**config.mk**
```make
export PLATFORM = sky130hd
export DESIGN_NAME = dff_input_debouncer
export DESIGN_NICKNAME = d
export VERILOG_FILES = /design/src/rtl/dff_input_debouncer.sv
export SDC_FILE = /design/constraint.sdc
export NUM_CORES = 1
export LEC_CHECK = 0
export BUFFER_PORTS_ARGS = -buffer_cell sky130_fd_sc_hd__buf_2
export CORE_AREA = 4 4 41 43
export CTS_CLUSTER_SIZE = 16
export DETAILED_ROUTE_END_ITERATION = 8
export DIE_AREA = 0 0 45 47
export PLACE_DENSITY = 0.54
export SLEW_MARGIN = 20
export SYNTH_ARGS = -nofsm -noshare
export SYNTH_HDL_FRONTEND = slang
export SYNTH_SLANG_ARGS = --single-unit
```
**constraint.sdc**
```tcl
create_clock -name clk -period 2 [get_ports clk]
set_input_delay 0.2 -clock clk [delete_from_list [all_inputs] [get_ports clk]]
set_output_delay 0.2 -clock clk [all_outputs]
set_load 0.01 [all_outputs]
```
**src/rtl/dff_input_debouncer.sv**
```systemverilog
`default_nettype none
// ============================================================================
//  Module      : dff_input_debouncer
//  Description : Synchronises a raw asynchronous level into clk, rejects
//                glitches shorter than STABLE_CYCLES consecutive samples and
//                drives a clean registered level d_out.
//                Optional macro DEBOUNCE_EDGE_OUT_EN adds the registered
//                rise/fall edge-pulse ports.
//  Revision    : 1.0 - initial release
// ============================================================================
module dff_input_debouncer #(
    parameter int SYNC_STAGES   = 2,
    parameter int CNT_W         = 4,
    parameter int STABLE_CYCLES = 8,
    parameter bit RESET_LEVEL   = 1'b0
) (
    input  logic clk,
    input  logic r,
    input  logic din,
    output logic d_out,
    output logic busy
`ifdef DEBOUNCE_EDGE_OUT_EN
    ,
    output logic rise,
    output logic fall
`endif
);

    // ------------------------------------------------------------------
    // Elaboration-time parameter range checks
    // ------------------------------------------------------------------
    generate
        if (SYNC_STAGES < 2) begin : g_bad_sync_stages
            $error("dff_input_debouncer: SYNC_STAGES must be >= 2");
        end
        if ((STABLE_CYCLES < 1) || (STABLE_CYCLES > ((1 << CNT_W) - 1))) begin : g_bad_stable_cycles
            $error("dff_input_debouncer: STABLE_CYCLES must be in 1 .. 2**CNT_W-1");
        end
    endgenerate

    localparam logic [CNT_W-1:0] c_cnt_last = CNT_W'(STABLE_CYCLES - 1);
    localparam logic [CNT_W-1:0] c_cnt_one  = CNT_W'(1);
    localparam logic [CNT_W-1:0] c_cnt_zero = '0;
    localparam bit               c_single   = (STABLE_CYCLES == 1);

    typedef enum logic [0:0] {
        ST_STABLE = 1'b0,
        ST_QUAL   = 1'b1
    } state_t;

    logic [SYNC_STAGES-1:0] r_sync;
    logic                   w_s;
    logic                   w_diff;
    state_t                 r_state;
    state_t                 w_state_nxt;
    logic [CNT_W-1:0]       r_cnt;
    logic [CNT_W-1:0]       w_cnt_nxt;
    logic                   r_dout;
    logic                   w_dout_nxt;

    // Plain shift-register synchroniser; stage 0 captures the raw input
    always_ff @(posedge clk) begin
        if (!r) begin
            r_sync <= {SYNC_STAGES{RESET_LEVEL}};
        end else begin
            r_sync <= {r_sync[SYNC_STAGES-2:0], din};
        end
    end

    assign w_s    = r_sync[SYNC_STAGES-1];
    assign w_diff = w_s ^ r_dout;

    // State, qualification counter and debounced level registers
    always_ff @(posedge clk) begin
        if (!r) begin
            r_state <= ST_STABLE;
            r_cnt   <= c_cnt_zero;
            r_dout  <= RESET_LEVEL;
        end else begin
            r_state <= w_state_nxt;
            r_cnt   <= w_cnt_nxt;
            r_dout  <= w_dout_nxt;
        end
    end

    // Next-state: count consecutive edges where the synchronised level
    // disagrees with d_out; accept the change on the STABLE_CYCLES-th one
    always_comb begin
        w_state_nxt = r_state;
        w_cnt_nxt   = r_cnt;
        w_dout_nxt  = r_dout;
        case (r_state)
            ST_STABLE: begin
                if (w_diff) begin
                    if (c_single) begin
                        w_dout_nxt = w_s;
                    end else begin
                        w_state_nxt = ST_QUAL;
                        w_cnt_nxt   = c_cnt_one;
                    end
                end
            end
            ST_QUAL: begin
                if (!w_diff) begin
                    // Glitch rejected: level returned before qualification
                    w_state_nxt = ST_STABLE;
                    w_cnt_nxt   = c_cnt_zero;
                end else if (r_cnt == c_cnt_last) begin
                    w_dout_nxt  = w_s;
                    w_state_nxt = ST_STABLE;
                    w_cnt_nxt   = c_cnt_zero;
                end else begin
                    w_cnt_nxt = r_cnt + c_cnt_one;
                end
            end
            default: begin
                w_state_nxt = ST_STABLE;
                w_cnt_nxt   = c_cnt_zero;
            end
        endcase
    end

    assign d_out = r_dout;
    assign busy  = (r_state == ST_QUAL);

`ifdef DEBOUNCE_EDGE_OUT_EN
    logic r_rise;
    logic r_fall;

    // Edge pulses registered on the same edge that d_out changes
    always_ff @(posedge clk) begin
        if (!r) begin
            r_rise <= 1'b0;
            r_fall <= 1'b0;
        end else begin
            r_rise <= ~r_dout &  w_dout_nxt;
            r_fall <=  r_dout & ~w_dout_nxt;
        end
    end

    assign rise = r_rise;
    assign fall = r_fall;
`endif

endmodule
`default_nettype wire
```
==> results.md <==
* Outcome: complete, no violations
* Setup TNS at 0 ps
* Pleak at 0.1764 nW
* Root Buffer: clkbuf_4
* Flops & latches, synth at 8
* Worst Setup SP: r_cnt[0]
* Clock Sinks at 8
* N_diodes at 0
* Die height at 47 µm
* IO Port Bufs at 4
* Post-DRT Antenna Nets at 0
* P&R area growth vs syn at 16.07%
* Fin crit period at 1086 ps
* Residual DRC at 0
* Worst Setup EP: r_cnt[2]
* Initial DRC Count at 7
* Layout cells sized above 1 at 21.95%
* Max Cap Viol at 0
* Total grt overflow at 0
* Worst Setup End Kind: register
* Starting Density at 26.92%
* Finish-stage setup viols at 0
* Gates resized, CTS repair at 0
* Skew final at 0.2113 ps
* Unrepaired setup endpoints after global routing: no
* CTS tree: done
* Total track usage at 7.851%
* P_sw at 0.06140 mW
* Fmax at 0.9212 GHz
* Cts hold-fix bufs at 0
* Final net count at 47
* Commonest non-fill, non-tap cells in the layout: dfxtp_1, buf_2, nand2_1, nor2b_1, clkbuf_4
* Vias in the first global route at 248
* FF-to-FF End: r_cnt[2]
* Final hold violation count at 0
* Arrival @ worst endpoint at 1220 ps
* PwrDens at 735.0 nW/µm²
* Nature of the critical path startpoint: register
* Slew HR at 82.05%
* Reg2reg start: r_cnt[0]
* Synth Instances at 35
* Die Wd at 45 µm
* Die area at 2115 µm²
* Total CTS buffers at 3
* Worst-path clk slew at 50 ps
* Commonest non-fill, non-tap cell in the layout: dfxtp_1
* Routed length per instance at 10.14 µm
* Vias/cell at 4.768
* Power, Total at 0.2989 mW
* Max H-tree Level at 1
* R2R depth at 4
* Net Sw Frac at 20.54%
* Seq/Total Area, Yosys at 45.71%
* Unique cell type count in the Yosys netlist at 22
* Worst vdd ir at 0.0003392 V
* Worst-Margin Slew at 269.0 ps
* I/O pin count at 5
* Largest net degree at the start of global routing at 11
* Crit Path Max Fanout at 4
* Seq pwr share at 55.6%
* HP Class: in2reg
* Slew Limit Fails at 0
* First-pass GRT wire length at 1.138 mm
* Required time of the critical path at 2140 ps
* Post-Syn Nets at 39
* # Post-CTS Setup Buffers at 0
* Placeable Area at 1301 µm²
* Cell internal pwr at 0.2375 mW
* Gpl congestion at 0.7899
* First-pass detailed-route iteration total at 4
* Final period utilization at 54.28%
* Synthesis Warnings at 0
* Clk pwr share at 40.4%
* Logic gate share of total power at 4.0%
* CTS max path bufs at 2
* WL final at 568 µm
* Clock Latency Late Sink at 250 ps
* Avg Cell Area, Syn at 10.01 µm²
* Area of the mapped netlist at 350.3 µm²
* Crit Path Class: reg2reg
* Vias post-DR at 267
* DP HPWL at 403.6 µm
* Cell row count at 13
* R2R setup slack at 910 ps
* Antenna violations before repair at 0
## worst min-delay path by stage
stage	slack (ps)	from	depth (start not counted)	end
floorplan	330	din	1	r_sync[0]
finish	150	din	2	r_sync[0]
detailed placement	410	din	2	r_sync[0]
global placement	410	din	2	r_sync[0]
global route	170	din	2	r_sync[0]
CTS	150	din	2	r_sync[0]
## metal layers
| metal | global-route usage [%] | vias up | wire length [µm] |
|---|---|---|---|
| met1 | 9.885 | 120 | 276 |
| met5 | 0 | - | 0 |
| met3 | 3.831 | 2 | 45 |
| met2 | 9.605 | 7 | 233 |
| li1 | - | 138 | - |
| met4 | 7.018 | 0 | 11 |
## sequential cells by signal, indices dropped and copies added (netlist names)
signal / cells
busy: 1
r_sync: 2
d_out: 1
r_cnt: 4
## worst max-delay path: stages (launching register included)
cell,delay (ps)
dfxtp_1,320
ha_1,240
nor2b_1,140
o2111ai_1,190
o21ai_1,80
## kinds of logic (layout without fill, tap and decap cells)
group | after synthesis | count (layout) | share of synthesized area (%)
AND/OR/NAND/NOR | 14 | 14 | 23.93
XOR/XNOR | 2 | 2 | 7.145
AO/OA/AOI/OAI | 8 | 8 | 15.36
flip-flops | 8 | 8 | 45.71
multiplexers | 1 | 1 | 2.857
adder cells (fa/ha/maj) | 1 | 1 | 3.571
buffers and inverters | 1 | 7 | 1.427
## Yosys cell counts (all sizes together)
cell type  number  area share (%)
a21oi           1             1.4
o21ai           2             2.9
mux2i           1             2.9
and3            2             3.9
o21bai          1             2.1
o2111ai         2             5.0
ha              1             3.6
dfxtp           8              46
o21a            1             2.1
nand4b          1             2.5
nand2           3             3.2
o22ai           1             1.8
nor3b           1             2.1
buf             1             1.4
nand3           1             1.4
and2            2             3.6
or2             1             1.8
nor2b           3             5.4
xor2            2             7.1
## area by class of cell
type | count | area (µm²)
Multi-Input combinational cell | 26 | 185.2
Timing Repair Buffer | 4 | 20.02
Clock buffer | 3 | 22.52
Fill cell | 151 | 894.6
Tap cell | 15 | 18.77
Sequential cell | 8 | 160.2
## metrics by stage
stage               std cells  area, µm²  hold WS, ps  setup slack [ps]  utilization (%)
floorplan                  35      350.3        327.3             975.1                -
global placement           53      384.1        406.1             921.8            29.52
detailed placement         53      384.1        410.6             932.2            29.52
CTS                        56      406.6        146.6             910.9            31.25
global route               56      406.6        167.4             760.0            31.25
finish                     56      406.6        152.9             914.5            31.25
## power by group through the flow
stage | clock network (mW) | logic [mW] | registers, mW
2_1_floorplan | 0 | 0.00871 | 0.169
3_3_place_gp | 0 | 0.0121 | 0.169
3_5_place_dp | 0 | 0.0124 | 0.169
4_1_cts | 0.127 | 0.0124 | 0.166
5_1_grt | 0.137 | 0.0140 | 0.167
6_report | 0.121 | 0.0120 | 0.166
(Power assumes the default switching activity.)
